### src/rtl/dmem_pkg.sv
// Shared types and encodings for the DMEM arbiter slice: FSM states,
// store/load size codes and port identifiers.
package dmem_pkg;

    typedef enum logic [1:0] {
        IDLE   = 2'd0,
        ACCESS = 2'd1,
        DONE   = 2'd2
    } state_t;

    localparam logic [1:0] WSEL_SB = 2'b00;
    localparam logic [1:0] WSEL_SH = 2'b01;
    localparam logic [1:0] WSEL_SW = 2'b10;

    localparam logic [2:0] RSEL_LB  = 3'b000;
    localparam logic [2:0] RSEL_LH  = 3'b010;
    localparam logic [2:0] RSEL_LW  = 3'b011;
    localparam logic [2:0] RSEL_LBU = 3'b100;
    localparam logic [2:0] RSEL_LHU = 3'b101;

    localparam logic PORT_CPU = 1'b0;
    localparam logic PORT_EXT = 1'b1;

endpackage

### src/rtl/dmem_arbiter_rr_arb2.sv
// Two-requester picker: combinational grant, round-robin or cpu-first on a tie,
// with the last-winner pointer updated whenever a grant is issued.
module rr_arb2
    import dmem_pkg::*;
#(
    parameter bit FIXED_PRIO = 1'b0
) (
    input  logic clk,
    input  logic rst_n,
    input  logic en,
    input  logic req_cpu,
    input  logic req_ext,
    output logic gnt_cpu,
    output logic gnt_ext
);

    logic rr_last_reg;
    logic rr_last_next;
    logic pick;

    always_comb begin
        pick = PORT_CPU;
        if (req_cpu && req_ext) begin
            pick = FIXED_PRIO ? PORT_CPU : ~rr_last_reg;
        end else if (req_ext) begin
            pick = PORT_EXT;
        end
        gnt_cpu      = en && req_cpu && (pick == PORT_CPU);
        gnt_ext      = en && req_ext && (pick == PORT_EXT);
        rr_last_next = rr_last_reg;
        if (gnt_cpu || gnt_ext) begin
            rr_last_next = pick;
        end
    end

    // Starting at ext lets cpu win the first tie after reset.
    always_ff @(posedge clk or negedge rst_n) begin
        if (!rst_n) begin
            rr_last_reg <= PORT_EXT;
        end else begin
            rr_last_reg <= rr_last_next;
        end
    end

endmodule

### src/rtl/dmem_arbiter.sv
// Shares the single-port DMEM between the cpu load/store stage and the ext
// loader/DMA port; each access is granted, held for WAIT_CYCLES, then acked.
module dmem_arbiter
    import dmem_pkg::*;
#(
    parameter int WAIT_CYCLES = 1,
    parameter int FIXED_PRIO  = 0
) (
    input  logic        clk,
    input  logic        rst_n,
    input  logic        cpu_req,
    input  logic        cpu_we,
    input  logic [31:0] cpu_addr,
    input  logic [31:0] cpu_wdata,
    input  logic [1:0]  cpu_wsel,
    input  logic [2:0]  cpu_rsel,
    output logic        cpu_gnt,
    output logic        cpu_ack,
    output logic [31:0] cpu_rdata,
    output logic        cpu_err,
    input  logic        ext_req,
    input  logic        ext_we,
    input  logic [31:0] ext_addr,
    input  logic [31:0] ext_wdata,
    input  logic [1:0]  ext_wsel,
    input  logic [2:0]  ext_rsel,
    output logic        ext_gnt,
    output logic        ext_ack,
    output logic [31:0] ext_rdata,
    output logic        ext_err,
    output logic [31:0] mem_addr,
    output logic [31:0] mem_wdata,
    output logic        mem_rw,
    output logic [1:0]  mem_wsel,
    output logic [2:0]  mem_rsel,
    input  logic [31:0] mem_rdata
);

    state_t      state_reg, state_next;
    logic        owner_reg;
    logic        err_pend_reg;
    logic [3:0]  cnt_reg;
    logic [31:0] mem_addr_reg, mem_wdata_reg;
    logic        mem_rw_reg;
    logic [1:0]  mem_wsel_reg;
    logic [2:0]  mem_rsel_reg;
    logic [31:0] cpu_rdata_reg, ext_rdata_reg;
    logic        cpu_err_reg, ext_err_reg;

    logic        grant;
    logic        sel_we;
    logic [31:0] sel_addr, sel_wdata;
    logic [1:0]  sel_wsel;
    logic [2:0]  sel_rsel;
    logic        sel_misaligned;
    logic [31:0] cap_data;

    rr_arb2 #(.FIXED_PRIO(FIXED_PRIO != 0)) u_arb (
        .clk     (clk),
        .rst_n   (rst_n),
        .en      (state_reg == IDLE),
        .req_cpu (cpu_req),
        .req_ext (ext_req),
        .gnt_cpu (cpu_gnt),
        .gnt_ext (ext_gnt)
    );

    assign grant          = cpu_gnt | ext_gnt;
    assign sel_we         = ext_gnt ? ext_we    : cpu_we;
    assign sel_addr       = ext_gnt ? ext_addr  : cpu_addr;
    assign sel_wdata      = ext_gnt ? ext_wdata : cpu_wdata;
    assign sel_wsel       = ext_gnt ? ext_wsel  : cpu_wsel;
    assign sel_rsel       = ext_gnt ? ext_rsel  : cpu_rsel;
    assign sel_misaligned = (sel_addr[1:0] != 2'b00);

    // A store (mem_rw still high) or a rejected access returns zero data.
    assign cap_data = (mem_rw_reg || err_pend_reg) ? 32'd0 : mem_rdata;

    always_comb begin
        state_next = state_reg;
        cpu_ack    = 1'b0;
        ext_ack    = 1'b0;
        case (state_reg)
            IDLE:    if (grant) state_next = ACCESS;
            ACCESS:  if (cnt_reg == 4'd0) state_next = DONE;
            DONE: begin
                state_next = IDLE;
                cpu_ack    = (owner_reg == PORT_CPU);
                ext_ack    = (owner_reg == PORT_EXT);
            end
            default: state_next = IDLE;
        endcase
    end

    always_ff @(posedge clk or negedge rst_n) begin
        if (!rst_n) begin
            state_reg     <= IDLE;
            owner_reg     <= PORT_CPU;
            err_pend_reg  <= 1'b0;
            cnt_reg       <= 4'd0;
            mem_addr_reg  <= 32'd0;
            mem_wdata_reg <= 32'd0;
            mem_rw_reg    <= 1'b0;
            mem_wsel_reg  <= WSEL_SW;
            mem_rsel_reg  <= RSEL_LW;
            cpu_rdata_reg <= 32'd0;
            ext_rdata_reg <= 32'd0;
            cpu_err_reg   <= 1'b0;
            ext_err_reg   <= 1'b0;
        end else begin
            state_reg <= state_next;
            case (state_reg)
                IDLE: begin
                    if (grant) begin
                        mem_addr_reg  <= sel_addr;
                        mem_wdata_reg <= sel_wdata;
                        mem_wsel_reg  <= sel_wsel;
                        mem_rsel_reg  <= sel_rsel;
                        mem_rw_reg    <= sel_we && !sel_misaligned;
                        err_pend_reg  <= sel_misaligned;
                        owner_reg     <= ext_gnt ? PORT_EXT : PORT_CPU;
                        cnt_reg       <= 4'(WAIT_CYCLES - 1);
                    end
                end
                ACCESS: begin
                    if (cnt_reg == 4'd0) begin
                        mem_rw_reg <= 1'b0;
                        if (owner_reg == PORT_CPU) begin
                            cpu_rdata_reg <= cap_data;
                            cpu_err_reg   <= err_pend_reg;
                        end else begin
                            ext_rdata_reg <= cap_data;
                            ext_err_reg   <= err_pend_reg;
                        end
                    end else begin
                        cnt_reg <= cnt_reg - 4'd1;
                    end
                end
                default: ;
            endcase
        end
    end

    assign mem_addr  = mem_addr_reg;
    assign mem_wdata = mem_wdata_reg;
    assign mem_rw    = mem_rw_reg;
    assign mem_wsel  = mem_wsel_reg;
    assign mem_rsel  = mem_rsel_reg;
    assign cpu_rdata = cpu_rdata_reg;
    assign cpu_err   = cpu_err_reg;
    assign ext_rdata = ext_rdata_reg;
    assign ext_err   = ext_err_reg;

endmodule
### config.mk
export PLATFORM = sky130hd
export DESIGN_NAME = dmem_arbiter
export DESIGN_NICKNAME = d
export VERILOG_FILES = /design/src/rtl/dmem_pkg.sv /design/src/rtl/dmem_arbiter_rr_arb2.sv /design/src/rtl/dmem_arbiter.sv
export SDC_FILE = /design/constraint.sdc
export NUM_CORES = 1
export LEC_CHECK = 0
export CORE_MARGIN = 1
export CORE_UTILIZATION = 41
export CTS_BUF_LIST = sky130_fd_sc_hd__clkbuf_16
export CTS_CLUSTER_DIAMETER = 50
export DETAILED_ROUTE_END_ITERATION = 8
export MAX_ROUTING_LAYER = met4
export PLACE_DENSITY = 0.81
export SLEW_MARGIN = 20
export SYNTH_ARGS = -nofsm -noshare
export SYNTH_HDL_FRONTEND = slang
export SYNTH_SLANG_ARGS = --single-unit
### constraint.sdc
create_clock -name clk -period 2 [get_ports clk]
set_clock_uncertainty 0.1 [all_clocks]
set_input_delay 0.4 -clock clk [delete_from_list [all_inputs] [get_ports clk]]
set_output_delay 0.4 -clock clk [all_outputs]
set_load 0.05 [all_outputs]
==> run summary, run 1 <==
H-tree levels: 4
Max Buffers Root-to-Sink: 2
total gr overflow: 0
layout filler cell count: 1090
FF-to-FF path depth: 5
CP max stage delay: 430 ps
Vias per Instance: 5.46
vias in the first global route: 5771
clk_lat worst skew: 420 ps
clk sinks: 145
fin crit period: 2090 ps
YS warnings: 0
Total Power: 19.5 mW
Num CTS Buffers: 17
worst path arrival time: 1590 ps
Seq/Total Area, Yosys: 56.9%
Routed Antenna Nets: 0
final period utilization: 104%
Synth Instances: 471
commonest cells after routing, fill and taps aside: 173 x clkdlybuf4s50_1, 140 x dfrtp_1, 113 x buf_4
Slew Limit Fails: 0
area grow syn2layout: 63.0%
switching pwr: 8.83 mW
CTS root buffer: clkbuf_16
worst hold-check path type: input pin to async pin
EDFF count, synth: 0
max-cap viol count: 0
Post-Synthesis Cell Area: 6390 um^2
Main synth FF type: dfrtp_1
Slew @ Worst Pin: 741 ps
Syn Nets: 648
antenna violations before repair: 0
Min Hold Slack: 397 ps
wire length per cell: 19.2 um
nets@finish: 979
placed wire-length estimate: 14000 um
flops & latches, synth: 145
met1 Use GR: 28.9%
I/O pins: 316
chip width: 127 um
Critical Path Slowest Stage Cell: or3b_4
Max VDD drop: 0.934 mV
register share of total power: 26.0%
Total Die Area: 16100 um^2
status: complete, but fails checks
Comb pwr share: 55.4%
Clock power frac: 18.6%
n_diodes: 0
Pre-Repair DR Iteration Count: 4
Leak: 5.22 nW
asr flop ratio synth: 100%
starting density of the core: 42.0%
CTS clock-pin slew for the worst setup and hold paths: 60 ps
layout cells sized above 1: 29.2%
grt peak-use layer: met2
num rows: 45
DP Area: 9750 um^2
cells along the critical path: or3b_4, nor2_4, buf_12
P_int: 10.7 mW
RSZ-0062 raised after global routing: true
setup TNS: -137 ps
f_max: 479 MHz
final worst slack: -86.9 ps
count of final hold-check violations: 0
CTS tree: built
switching power as a share of total power: 45.2%
synth unique cells: 44
met3 Use GR: 5.95%
drt drc: 0
PwrDens: 1870 nW/um^2
Final setup viols: 2
RePlAce Congestion: 0.852
CP Data Required Time: 1500 ps
synthesized area per cell: 13.6 um^2
Routed WL: 19200 um
CP Class: register to primary output
most common cell after layout, fill and taps aside: clkdlybuf4s50_1
Finished Cell Area: 10400 um^2
DRT iter0 DRCs: 313
via count: 5481
Startpoint Class: register
Critical Path End Type: primary output
Worst slew margin: 50.5%
Crit Path Max Fanout: 4
Port Buf Inserts: 315
core area: 15200 um^2
die height: 127 um
GRT Resource Usage Total: 25.3%
failing checks: negative setup slack
first-pass GRT wire length: 30300 um
largest net degree at the start of global routing: 70
met2 Use GR: 41.6%
-- per-stage QoR --
stage                     setup slack (ps)  instances  utilization [%]
after detailed placement              -234        966             64.1
final                                -86.9       1003             68.5
after floorplan                      -1.01        471                -
after global placement                -158        966             64.1
after CTS                            -89.4       1002             68.5
after global routing                  -129       1003             68.5
-- cells by family (layout without fill, tap and decap cells) --
| group | Yosys count | in the layout | synth area share (%) |
|---|---|---|---|
| adder cells (fa/ha/maj) | 1 | 1 | 0.196 |
| buffers and inverters | 45 | 389 | 3.60 |
| AO/OA/AOI/OAI | 84 | 84 | 12.4 |
| flip-flops | 145 | 145 | 56.9 |
| AND/OR/NAND/NOR | 128 | 128 | 13.1 |
| multiplexers | 68 | 68 | 13.8 |
-- synthesized netlist by cell type, drive strengths merged (3+ instances only) --
cell type,instances,share of area [%]
mux2,67,14
o21ai,7,0.55
clkbuf,25,1.5
buf,13,1.7
nor2,7,0.45
and3,67,6.6
nand3,3,0.43
and2,33,3.2
a221o,67,10
inv,7,0.41
nor3b,3,0.43
o311ai,3,0.41
dfrtp,141,55
dfstp,4,1.6
-- worst max-delay path, delay by kind of cell (launching register included) --
kind,cells,cell delay [ps]
DFF,1,410
and+or+nand+nor,2,590
buffers and inverters,1,160
-- what timing repair did --
action	CTS	global route
setup endpoints to repair	73	3
setup buffers	3	1
endpoints found under the hold margin	45	0
gates resized for setup	55	1
hold buffers	1	0
pin swaps	3	0
-- routing by layer --
metal  vias to the layer above  routed length (um)
li1                       2461                   -
met1                      2684                7530
met2                       281                9600
met3                        55                1380
met4                         0                 721
met5                         -                   0
-- power groups by stage --
stage,Combinational [mW],Sequential [mW],Clock (mW)
5_1_grt,11.3,5.22,3.84
4_1_cts,10.8,5.06,3.68
6_report,10.8,5.07,3.63
3_3_place_gp,10.8,5.05,0
2_1_floorplan,3.22,9.14,0
3_5_place_dp,11.0,5.09,0
-- final timing paths --
check                              start                 to  slack [ps]
setup / recovery            state_reg[0]            cpu_gnt         -90
hold / removal                     rst_n      cpu_rdata[10]         400
setup reg to reg            state_reg[1]      cpu_rdata[20]          90
hold reg to reg            ext_rdata[18]      ext_rdata[18]         400
max in group asynchronous          rst_n  u_arb.rr_last_reg         740
min in group clk           ext_rdata[18]      ext_rdata[18]         400
-- area by class of cell --
| type | count | area, um^2 | share of cell area [%] |
|---|---|---|---|
| flip-flops and latches | 145 | 3630 | 34.9 |
| repair buffers | 350 | 3280 | 31.5 |
| multi-input cells | 281 | 2570 | 24.7 |
| clock buffers | 17 | 425 | 4.08 |
| clock inverters | 15 | 245 | 2.35 |
| well taps | 188 | 235 | 2.26 |
| inverters | 7 | 26.3 | 0.252 |
Power figures use the tool's default switching activity.
==> run 2, diff against run 1 <==
--- a/config.mk
+++ b/config.mk
@@ -12,7 +12,9 @@
 export DETAILED_ROUTE_END_ITERATION = 8
 export MAX_ROUTING_LAYER = met4
 export PLACE_DENSITY = 0.81
+export RECOVER_POWER = 25
 export SLEW_MARGIN = 20
 export SYNTH_ARGS = -nofsm -noshare
 export SYNTH_HDL_FRONTEND = slang
 export SYNTH_SLANG_ARGS = --single-unit
+export TNS_END_PERCENT = 10
==> run 2 against run 1 <==
Against the previous run:
- via count increased by 0.53%
- the run still ends with negative setup slack left
- register-to-register slack about the same
- sequential cell count unchanged
- final area unchanged
- count of clock-buffer cells in the layout unchanged
- critical endpoint unchanged
- worst setup slack got worse by 7.5 ps
==> run summary, run 2 (synthesized netlist as in run 1, its figures left out) <==
starting density of the core: 42.0% (unchanged)
H-tree levels: 4 (unchanged)
antenna violations before repair: 0 (unchanged)
CP max stage delay: 430 ps (about the same)
Critical Path Slowest Stage Cell: or3b_4
core area: 15200 um^2 (unchanged)
layout cells sized above 1: 29.3% (+0.087 points)
Critical Path End Type: primary output
total gr overflow: 0 (unchanged)
GRT Resource Usage Total: 25.3% (unchanged)
wire length per cell: 19.2 um (about the same)
cells along the critical path: or3b_4, nor2_4, buf_12
failing checks: negative setup slack
most common cell after layout, fill and taps aside: clkdlybuf4s50_1
max-cap viol count: 0 (unchanged)
I/O pins: 316 (unchanged)
worst path arrival time: 1590 ps (about the same)
CP Class: register to primary output
Slew @ Worst Pin: 1380 ps (+639 ps)
RePlAce Congestion: 0.852 (unchanged)
Max VDD drop: 0.934 mV (about the same)
Port Buf Inserts: 315 (unchanged)
clk_lat worst skew: 420 ps (about the same)
count of final hold-check violations: 0 (unchanged)
Num CTS Buffers: 17 (unchanged)
CTS root buffer: clkbuf_16
CTS clock-pin slew for the worst setup and hold paths: 60 ps (about the same)
commonest cells after routing, fill and taps aside: 173 x clkdlybuf4s50_1, 140 x dfrtp_1, 112 x buf_4
Total Die Area: 16100 um^2 (unchanged)
Slew Limit Fails: 0 (unchanged)
drt drc: 0 (unchanged)
DRT iter0 DRCs: 330 (+5.4%)
vias in the first global route: 5773 (+0.035%)
die height: 127 um (unchanged)
status: complete, but fails checks
n_diodes: 0 (unchanged)
num rows: 45 (unchanged)
min-delay src: ext_rdata[18]
R2R Path Start: state_reg[1]
layout filler cell count: 1092 (+0.18%)
Pre-Repair DR Iteration Count: 4 (unchanged)
fin crit period: 2090 ps (+7.54 ps)
largest net degree at the start of global routing: 70 (unchanged)
Max Buffers Root-to-Sink: 2 (unchanged)
Vias per Instance: 5.49 (+0.43%)
PwrDens: 1870 nW/um^2 (about the same)
via count: 5510 (+0.53%)
Routed WL: 19300 um (+0.12%)
area grow syn2layout: 63.0% (unchanged)
nets@finish: 980 (+0.10%)
CP startpoint: state_reg[0]
Routed Antenna Nets: 0 (unchanged)
Min Hold Slack: 397 ps (-0.291 ps)
Crit Path Max Fanout: 4 (unchanged)
Worst slew margin: 8.02% (-43 points)
flop2flop setup slack: 80 ps (about the same)
f_max: 477 MHz (-0.36%)
Total Power: 19.5 mW (about the same)
clk sinks: 145 (unchanged)
CP Data Required Time: 1500 ps (about the same)
chip width: 127 um (unchanged)
RSZ-0062 raised after global routing: true
placed wire-length estimate: 14000 um (unchanged)
pre-CTS WS: -234 ps (unchanged)
final period utilization: 105% (+0.38 points)
Final setup viols: 2 (unchanged)
Leak: 5.23 nW (+0.15%)
final worst slack: -94.5 ps (-7.54 ps)
worst hold-check path type: register to register
first-pass GRT wire length: 30300 um (unchanged)
Startpoint Class: register
CTS tree: built
-- run 2: metrics by stage --
step | TNS (ps) | cell area [um^2] | instances | utilization, %
floorplan | -1.01 | 6400 | 471 | -
global placement | -11010 | 9750 | 966 | 64.1
detailed placement | -16020 | 9750 | 966 | 64.1
CTS | -128 | 10400 | 1002 | 68.5
global route | -4380 | 10400 | 1004 | 68.5
finish | -140 | 10400 | 1004 | 68.5
-- run 2: repair_timing --
action,CTS,global route
setup buffers,3,2
hold buffers,1,0
hold endpoints to repair,45,0
endpoints found under the setup margin,73,3
gates resized for setup,54,2
pin swaps,3,1
-- run 2: path summary, 6_finish.rpt --
path / endpoint / cells after the start
max in group asynchronous: mem_rsel[1] / 3
max reg2reg: cpu_rdata[20] / 5
min reg2reg: ext_rdata[18] / 1
max: cpu_gnt / 3
min: ext_rdata[18] / 1
min in group asynchronous: cpu_rdata[10] / 2
-- run 2: routing by layer --
layer | vias up | part of all wire, % | global-route usage (%)
met2 | 284 | 50 | 41.6
met5 | - | 0 | -
li1 | 2466 | - | -
met4 | 0 | 3.5 | 13.1
met3 | 51 | 6.9 | 5.95
met1 | 2709 | 39 | 28.9
-- run 2: worst max-delay path, delay by kind of cell, from the launching register on --
kind / cells / cell delay, ps
and+or+nand+nor: 2 / 610
DFF: 1 / 410
buffers and inverters: 1 / 160
-- run 2: where the power goes --
part	internal, mW	switching [mW]	leakage [nW]
Combinational	4.00	6.83	3.07
Clock	2.43	1.19	0.326
Sequential	4.26	0.810	1.83
Total	10.7	8.83	5.23
-- run 2: final cells by class --
type / count / area, um^2 / area share (%)
clock inverters: 15 / 245 / 2.35
repair buffers: 351 / 3280 / 31.5
well taps: 188 / 235 / 2.26
clock buffers: 17 / 425 / 4.08
flip-flops and latches: 145 / 3630 / 34.9
multi-input cells: 281 / 2570 / 24.7
inverters: 7 / 26.3 / 0.252
==> run 3, diff against run 2 <==
--- a/config.mk
+++ b/config.mk
@@ -11,10 +11,12 @@
 export CTS_CLUSTER_DIAMETER = 50
 export DETAILED_ROUTE_END_ITERATION = 8
 export MAX_ROUTING_LAYER = met4
-export PLACE_DENSITY = 0.81
+export PLACE_DENSITY = 0.8
 export RECOVER_POWER = 25
+export REMOVE_ABC_BUFFERS = 1
 export SLEW_MARGIN = 20
 export SYNTH_ARGS = -nofsm -noshare
 export SYNTH_HDL_FRONTEND = slang
+export SYNTH_HIERARCHICAL = 1
 export SYNTH_SLANG_ARGS = --single-unit
 export TNS_END_PERCENT = 10
==> run 3 against run 2 <==
Against the previous run:
- the run still ends with negative setup slack left
- wire length rose by 7.7%
- critical endpoint is now ext_gnt
- highest routed layer unchanged
- global-route usage fell by 0.83 points
- sequential power fell by 4.9%
- via count rose by 3.0%
- count of clock-buffer cells in the layout did not move
- synthesized cell count rose by 14%
- sequential cell count did not move
- power fell by 1.1%
- worst setup slack got worse by 25 ps
- utilization fell by 0.15 points
- final area rose by 4.6%
- critical path type unchanged
- final cell count rose by 11%
==> run summary, run 3 <==
status: complete, but fails checks
failing checks: negative setup slack
fin crit period: 2120 ps (+25.2 ps)
Seq/Total Area, Yosys: 54.2% (-2.7 points)
starting density of the core: 42.0% (about the same)
Final setup viols: 4 (+2)
Routed Antenna Nets: 0 (unchanged)
CTS tree: built
CP Buf/Inv Count: 3 (+2)
largest net degree at the start of global routing: 74 (+5.7%)
CTS root buffer: clkbuf_16
Routed WL: 20700 um (+7.7%)
list of most frequent post-synthesis cells: 141 x dfrtp_1, 135 x o21ai_0, 72 x mux2i_1
RSZ-0062 raised after global routing: true
most used cell, CP: buf_12
GRT Resource Usage Total: 24.5% (-0.83 points)
f_max: 472 MHz (-1.2%)
Worst slew margin: 31.9% (+24 points)
Total Die Area: 16900 um^2 (+4.8%)
Post-Synthesis Cell Area: 6700 um^2 (+4.9%)
register share of total power: 25.0% (-1.0 points)
setup TNS: -252 ps (-111 ps)
Max VDD drop: 0.788 mV (-16%)
switching power as a share of total power: 47.6% (+2.4 points)
max-cap viol count: 0 (unchanged)
asr flop ratio synth: 100% (unchanged)
synthesized area per cell: 12.4 um^2 (-8.3%)
n_diodes: 0 (unchanged)
Slew Limit Fails: 0 (unchanged)
Comb pwr share: 59.2% (+3.8 points)
nets@finish: 1064 (+8.6%)
drt drc: 0 (unchanged)
clk_lat worst skew: 410 ps (about the same)
num rows: 46 (+2.2%)
most common cell after layout, fill and taps aside: clkdlybuf4s50_1
final period utilization: 106% (+1.3 points)
Num CTS Buffers: 17 (unchanged)
Synth Instances: 539 (+14%)
clk sinks: 145 (unchanged)
via count: 5674 (+3.0%)
top-area cell type share of the netlist area: 52.6% (-2.6 points)
chip width: 130 um (+2.4%)
I/O pins: 316 (unchanged)
Vias per Instance: 5.08 (-7.4%)
Clock power frac: 15.9% (-2.7 points)
largest area contributor in the netlist: dfrtp_1
Critical Path Slowest Stage Cell: dfrtp_1
wire length per cell: 18.6 um (-3.1%)
Critical Path End Type: primary output
first-pass GRT wire length: 30200 um (-0.43%)
Leak: 5.19 nW (-0.72%)
Main synth FF type: dfrtp_1
layout filler cell count: 1201 (+10%)
DRT iter0 DRCs: 232 (-30%)
Port Buf Inserts: 315 (unchanged)
EDFF count, synth: 0 (unchanged)
PwrDens: 1770 nW/um^2 (-5.5%)
area grow syn2layout: 62.7%
Startpoint Class: register
CP Data Required Time: 1500 ps (about the same)
CP Class: register to primary output
cells along the critical path: or2_4, inv_4, nand2_4, a21oi_4, buf_12, buf_12
worst path arrival time: 1620 ps (+30 ps)
Reg area: 3630 um^2 (about the same)
switching pwr: 9.20 mW (+4.2%)
total gr overflow: 0 (unchanged)
flops & latches, synth: 145 (unchanged)
count leader, synth: dfrtp_1
synth unique cells: 30 (-32%)
P_int: 10.1 mW (-5.5%)
Slew @ Worst Pin: 1020 ps (-357 ps)
placed wire-length estimate: 14700 um (+5.5%)
H-tree levels: 4 (unchanged)
antenna violations before repair: 0 (unchanged)
CP delay by family, top: flip-flops
Crit Path Max Fanout: 4 (unchanged)
RePlAce Congestion: 0.838 (-1.7%)
ranking of synthesized cells by area: dfrtp_1 53%, mux2_4 13%, mux2i_1 11%
final worst slack: -120 ps (-25.2 ps)
vias in the first global route: 5574 (-3.4%)
post-layout util: 68.4% (-0.15 points)
multi-input logic area: 2920 um^2 (+14%)
CP max stage delay: 370 ps (-60 ps)
Pre-Repair DR Iteration Count: 4 (unchanged)
layout cells sized above 1: 29.7% (+0.38 points)
count of final hold-check violations: 0 (unchanged)
die height: 130 um (+2.4%)
YS warnings: 6 (+6)
commonest cells after routing, fill and taps aside: 174 x clkdlybuf4s50_1, 141 x dfrtp_1, 122 x buf_4
CTS clock-pin slew for the worst setup and hold paths: 60 ps (about the same)
worst hold-check path type: register to register
core area: 15900 um^2 (+4.9%)
Max Buffers Root-to-Sink: 2 (unchanged)
run 3: through the flow:
stage / instance area (um^2) / power [mW] / hold WS (ps) / worst slack, ps / cells
floorplan: 6490 / 12.3 / 4.41 / -9890 / 498
CTS: 10800 / 18.9 / 373 / -130 / 1106
global route: 10900 / 20.2 / 406 / -174 / 1116
detailed placement: 10200 / 15.9 / 237 / -204 / 1068
finish: 10900 / 19.3 / 394 / -120 / 1116
global placement: 10200 / 15.7 / 240 / -168 / 1068
run 3: final cells by class:
class	count	share of cell area (%)
multi-input cells	348	26.8
well taps	216	2.48
inverters	6	0.229
clock buffers	17	3.90
clock inverters	15	1.29
flip-flops and latches	145	33.3
repair buffers	369	32.0
run 3: power groups by stage:
stage          Sequential [mW]  Combinational, mW  Clock (mW)
2_1_floorplan             9.22               3.04           0
3_3_place_gp              4.81               10.9           0
3_5_place_dp              4.87               11.0           0
4_1_cts                   4.82               10.9        3.11
5_1_grt                   4.96               12.0        3.23
6_report                  4.82               11.4        3.06
run 3: worst min-delay path, cell delays in order (launching register included):
cell	delay, ps
dfstp_2	370
o21ai_0	60
o21ai_1	60
run 3: kinds of logic (layout without fill, tap and decap cells):
family                   Yosys count  in the layout  synth area share [%]
AO/OA/AOI/OAI                    153            154                  11.6
flip-flops                       145            145                  54.2
multiplexers                     139            139                  25.4
AND/OR/NAND/NOR                   54             54                  5.06
buffers and inverters             47            407                  3.55
adder cells (fa/ha/maj)            1              1                 0.187
run 3: final timing paths:
check / start / end / slack [ps] / cells after the start
max reg2reg: state_reg[1] / mem_rw / -80 / 10
min reg2reg: mem_rsel[0] / mem_rsel[0] / 390 / 2
max in group asynchronous: rst_n / mem_rsel[0] / 150 / 3
min in group asynchronous: rst_n / cpu_rdata[20] / 610 / 2
min: mem_rsel[0] / mem_rsel[0] / 390 / 2
max: state_reg[1] / ext_gnt / -120 / 6
run 3: repair_timing:
item,in CTS,in global routing
endpoints found under the hold margin,33,0
buffers inserted,5,5
hold buffers,1,0
gates cloned,1,5
setup endpoints to repair,122,127
gates resized for setup,54,60
pin swaps,1,1
run 3: routing by layer:
metal / part of all wire, % / up-vias / global-route usage, %
li1: - / 2633 / -
met1: 40 / 2722 / 29.8
met2: 47 / 268 / 38.0
met3: 8.3 / 51 / 6.48
met4: 4.3 / 0 / 11.4
met5: 0 / - / -
==> RTL change 1, RTL diff (settings of run 2) <==
`FIXED_PRIO` is set to 0 in 2 places; all go to 1.
--- a/src/rtl/dmem_arbiter_rr_arb2.sv
+++ b/src/rtl/dmem_arbiter_rr_arb2.sv
@@ -3,7 +3,7 @@
 module rr_arb2
     import dmem_pkg::*;
 #(
-    parameter bit FIXED_PRIO = 1'b0
+    parameter bit FIXED_PRIO = 1'b1
 ) (
     input  logic clk,
     input  logic rst_n,
--- a/src/rtl/dmem_arbiter.sv
+++ b/src/rtl/dmem_arbiter.sv
@@ -4,7 +4,7 @@
     import dmem_pkg::*;
 #(
     parameter int WAIT_CYCLES = 1,
-    parameter int FIXED_PRIO  = 0
+    parameter int FIXED_PRIO  = 1
 ) (
     input  logic        clk,
     input  logic        rst_n,
Behaviour: not the same (Yosys sat finds a counterexample within 4 cycles, from zero or initial values and one cycle with rst_n low).
==> RTL change 1 against run 2 <==
The flow still finishes with violations (setup timing); design area is 5.3% higher; worst setup slack worse by 63 ps; register-to-register slack worse by 220 ps; hold slack better by 4.6 ps; via count is 7.2% lower; non-clock buffer count is 3 higher; power is 7.7% lower; area after synthesis is 3.3% higher; fmax is 2.9% lower; routed wire length is 8.8% higher; sequential cell count is 1 lower; critical path depth is 4 higher; critical path type is now input pin to flip-flop; critical endpoint is now mem_addr[24]$_DFFE_PN0P_; largest cell class unchanged.
==> RTL change 1: results (changes against run 2) <==
final_layout:
  nMultiInputCombCells: 276  # -1.8%
  ff_latch_area_um2: 3610  # -0.65%
  n_all_buffers: 354  # +0.85%
  fillers: 1128  # +3.3%
  seq_share_pct: 32.9  # -2.0 points
  multiInputGateArea_um2: 3010  # +17%
  layout.nonclk_buf_share_pct: 31.4  # -0.14 points
  inv_count: 5  # -2
  nets: 975  # -0.51%
  clk_share_pct: 5.70  # -0.73 points
global_route:
  grt_usage_pct: 25.3  # about the same
  grt_pass1_vias: 5589  # -3.2%
  grt_pass1_wl_um: 30000  # -1.2%
  grt_max_degree: 66  # -5.7%
synth:
  synthCells: 451  # -4.2%
  synth.distinct_cells: 32  # -27%
  synth_top_flop_cell: "dfrtp_1"
  netlist_top_cells_area: "dfrtp_1 (53%), mux2_2 (35%), and2_1 (3.1%), buf_6 (1.7%), dfstp_2 (1.2%)"
  syn_nets: 628  # -3.1%
hold_path:
  hold_start: "mem_wdata[19]$_DFFE_PN0P_"
sta:
  timing.setup.tns_ps: -7960  # -7820 ps
  finalWorstSetupSlack_ps: -157  # -62.6 ps
  worstMarginPinSlew_ps: 739  # -641 ps
  setup_viol: 101  # +99
  whs_ps: 402  # +4.60 ps
drt:
  vias: 5114  # -7.2%
  dr.pass1.iters: 5  # +1
  avgRoutedWirePerCell_um: 20.4  # +6.4%
  wirelength_um: 21000  # +8.8%
  drt_iter0_drc: 164  # -50%
critical_path:
  r2r_slack_ps: -140  # -220 ps
  critPathKind: "input pin to flip-flop"
  critical_path_peak_fanout: 17  # +13
  r2r_end: "mem_addr[24]$_DFFE_PN0P_"
  r2r-start: "state_reg[0]$_DFFE_PN0P_"
  arrival_ps: 2360  # +770 ps
  crit_start: "ext_req"
placement:
  pre_cts_ws_ps: -476  # -242 ps
  dp_hpwl_um: 14400  # +3.4%
  placed_area_um2: 9950  # +2.1%
clock_network:
  clockBufferDepth: 2  # unchanged
  clock-sinks: 144  # -0.69%
pwr:
  swShare_pct: 43.4  # -1.8 points
  ir_drop_mv: 0.819  # -12%
  power.total_mw: 18.0  # -7.7%
  comb_power_share_pct: 55.3  # about the same
floorplanning:
  rows: 46  # +2.2%
outcome:
  status: "finished with violations"
  failed_checks: "setup timing"
## RTL change 1: layer usage
layer  share of wire (%)  vias up  track usage (%)
met2                  52      199             43.8
met4                 3.7        0             11.3
li1                    -     2310                -
met5                   0        -                -
met1                  38     2554             26.4
met3                 6.5       51             7.73
## RTL change 1: what timing repair did
| item | CTS | global route |
|---|---|---|
| setup buffers | 8 | 2 |
| hold buffers | 1 | 0 |
| endpoints found under the hold margin | 25 | 0 |
| gates resized for setup | 66 | 56 |
| gates cloned | 2 | 4 |
| pin swaps | 5 | 5 |
| endpoints found under the setup margin | 161 | 105 |
## RTL change 1: logic make-up after synthesis
logic type	Yosys count	synth area share, %
buffers and inverters	31	3.17
flip-flops	144	54.7
adder cells (fa/ha/maj)	1	0.190
AO/OA/AOI/OAI	11	1.08
AND/OR/NAND/NOR	57	5.61
multiplexers	207	35.3
## RTL change 1: critical path: stages
cell and delay, ps:
clkdlybuf4s50_1 520, nor4b_4 230, buf_4 170, buf_4 200
clkbuf_16 230, mux2_2 350, mux2_2 260
==> RTL change 2, RTL diff (config.mk and constraints of run 2) <==
Made on the original files. Re-encode `state_t` (3 states) as one-hot, 3 bits wide.
--- a/src/rtl/dmem_pkg.sv
+++ b/src/rtl/dmem_pkg.sv
@@ -2,10 +2,10 @@
 // store/load size codes and port identifiers.
 package dmem_pkg;
 
-    typedef enum logic [1:0] {
-        IDLE   = 2'd0,
-        ACCESS = 2'd1,
-        DONE   = 2'd2
+    typedef enum logic [2:0] {
+        IDLE   = 3'b001,
+        ACCESS = 3'b010,
+        DONE   = 3'b100
     } state_t;
 
     localparam logic [1:0] WSEL_SB = 2'b00;
Formal check against the unedited RTL: no difference found for any inputs over 4 cycles, from zero or initial values and one cycle with rst_n low; so few cycles prove little.
==> RTL change 2 against run 2 <==
Sequential share of layout area hardly changed; worst setup slack worse by 140 ps; power up 3.2%; design area increased by 0.70%; synthesized cell count is 13% higher; sequential cell count is 1 higher; area after synthesis up 0.23%; largest cell class unchanged; the run still ends with setup timing left; utilization is 0.48 points higher; highest routed layer unchanged; routed wire length down 1.1%.
==> RTL change 2: results (changes against run 2) <==
drt:
  avgRoutedWirePerCell_um: 17.8  # -7.1%
  vias: 5354  # -2.8%
  wirelength_um: 19000  # -1.1%
  wl_met3_um: 1050  # -21%
  route.met2.wl_um: 9770  # +1.2%
  drt_iter0_drc: 205  # -38%
  top_layer: "met4"
  wl_met1_um: 7480  # -1.4%
sta:
  maxSlewHeadroom_pct: 19.8  # +12 points
  whs_ps: 365  # -31.7 ps
  setup_viol: 70  # +68
  finalWorstSetupSlack_ps: -232  # -138 ps
pwr:
  ir_drop_mv: 1.19  # +27%
  p_leak_nw: 5.24  # +0.31%
critical_path:
  arrival_ps: 2430  # +840 ps
  slowest_delay_ps: 410  # -20 ps
  rr_worst_depth: 7  # +2
  r2r-start: "cnt_reg[0]$_DFFE_PN0P_"
  r2r_end: "cpu_rdata[30]$_DFFE_PN0P_"
  endpoint_kind: "flip-flop"
  critPathSlowestCell: "dfrtp_1"
  critical_path_peak_fanout: 8  # +4
placement:
  dp_hpwl_um: 13800  # -1.5%
  pre_cts_ws_ps: -221  # +13.2 ps
  placed_area_um2: 9740  # -0.12%
  gp_congestion: 0.908  # +6.5%
hold_path:
  holdCritPathClass: "flip-flop to flip-flop"
  hold_start: "u_arb.rr_last_reg$_DFFE_PN1P_"
  holdPathEnd: "u_arb.rr_last_reg$_DFFE_PN1P_"
  hold_depth: 2  # +1
synth:
  synthTopCellsByCount: "dfrtp_1 (141), mux2i_1 (71), nor2_1 (71)"
  synthArstFlopShare_pct: 100  # unchanged
  syn_nets: 709  # +9.4%
  ys_seq_area_share_pct: 57.1  # +0.28 points
  synth_top_flop_cell: "dfrtp_1"
  netlist_top_cells_area: "dfrtp_1 (55%), mux2i_1 (11%), mux2_2 (11%), a21oi_1 (5.4%), nor2_1 (4.2%)"
  synthCells: 532  # +13%
  synth.distinct_cells: 34  # -23%
global_route:
  grt_max_degree: 108  # +54%
  grt_pass1_vias: 5477  # -5.1%
  grt_usage_pct: 24.1  # -1.2 points
  grt_pass1_wl_um: 28600  # -5.8%
final_layout:
  nets: 1045  # +6.6%
  drive_gt1_share_pct: 27.1  # -2.2 points
clock_network:
  clkTransAtPathRegs_ps: 60  # about the same
  numCtsBuffers: 17  # unchanged
  cts.root.buffer_cell: "clkbuf_16"
outcome:
  failed_checks: "setup timing"
  status: "finished with violations"
-- RTL change 2: changes by cell type in the layout (fill, tap and decap cells not counted), moves of 8 or more --
cell / delta
buf_4: -10
nand2_1: +8
a221o_1: -67
and3_1: -67
a21oi_1: +69
mux2_4: -11
mux2i_1: +70
mux2_2: +10
dlygate4sd2_1: +8
nor2_1: +64
-- RTL change 2: worst min-delay path, stage by stage (launching register included) --
cell and delay [ps]:
dfstp_2 370, nand2_1 50, nand2_1 50
-- RTL change 2: power by group --
| group | leakage (nW) | switching, mW | internal [mW] |
|---|---|---|---|
| clock | 0.288 | 1.33 | 1.88 |
| combinational | 3.16 | 7.53 | 4.15 |
| sequential | 1.80 | 0.860 | 4.41 |
-- RTL change 2: cell families (layout without fill, tap and decap cells) --
| family | count (synthesis) | count (layout) | synth area share [%] |
|---|---|---|---|
| DFF | 146 | 146 | 57.1 |
| muxes | 138 | 138 | 22.9 |
| and+or+nand+nor | 132 | 132 | 10.0 |
| AOI/OAI and AO/OA | 77 | 77 | 6.17 |
| buffers and inverters | 37 | 386 | 3.48 |
| adders and majority gates | 1 | 1 | 0.195 |
| xor gates and xnor gates | 1 | 1 | 0.137 |
-- RTL change 2: cell type report --
type	instances	area, um2
clock buffers	17	425
clock inverters	15	174
fillers	1106	4710
inverters	4	17.5
multi-input cells	349	2680
flip-flops and latches	146	3660
well taps	188	235
repair buffers	350	3300
-- RTL change 2: per-layer routing --
layer | vias to the layer above | GRT usage [%]
li1 | 2521 | -
met5 | - | -
met2 | 232 | 40.8
met4 | 0 | 12.5
met3 | 52 | 5.57
met1 | 2549 | 26.6
-- RTL change 2: repair_timing --
action                                  4_1_cts  5_1_grt
setup buffers                                 2        5
cloned                                        0        3
hold buffers                                  1        0
pin swaps                                     0        3
resized for setup                            57       30
endpoints found under the hold margin        39        0
endpoints found under the setup margin      126       70
-- RTL change 2: stage by stage --
step	power (mW)	TNS [ps]
after floorplan	12.9	-4820
after global routing	21.1	-15830
after CTS	19.9	-12180
final	20.2	-12280
after detailed placement	16.9	-12960
after global placement	16.6	-5650
-- RTL change 2: worst max-delay path by stage --
stage                           startpoint                        end  slack [ps]  cells past startpoint
finish              cnt_reg[0]$_DFFE_PN0P_  cpu_rdata[30]$_DFFE_PN0P_        -230                      7
global route        cnt_reg[0]$_DFFE_PN0P_   cpu_rdata[5]$_DFFE_PN0P_        -270                      7
CTS                 cnt_reg[0]$_DFFE_PN0P_  cpu_rdata[12]$_DFFE_PN0P_        -240                      7
detailed placement  cnt_reg[0]$_DFFE_PN0P_  cpu_rdata[12]$_DFFE_PN0P_        -220                      7
global placement    cnt_reg[1]$_DFFE_PN0P_  cpu_rdata[21]$_DFFE_PN0P_        -130                      7
floorplan           cnt_reg[0]$_DFFE_PN0P_  cpu_rdata[10]$_DFFE_PN0P_        -160                      8
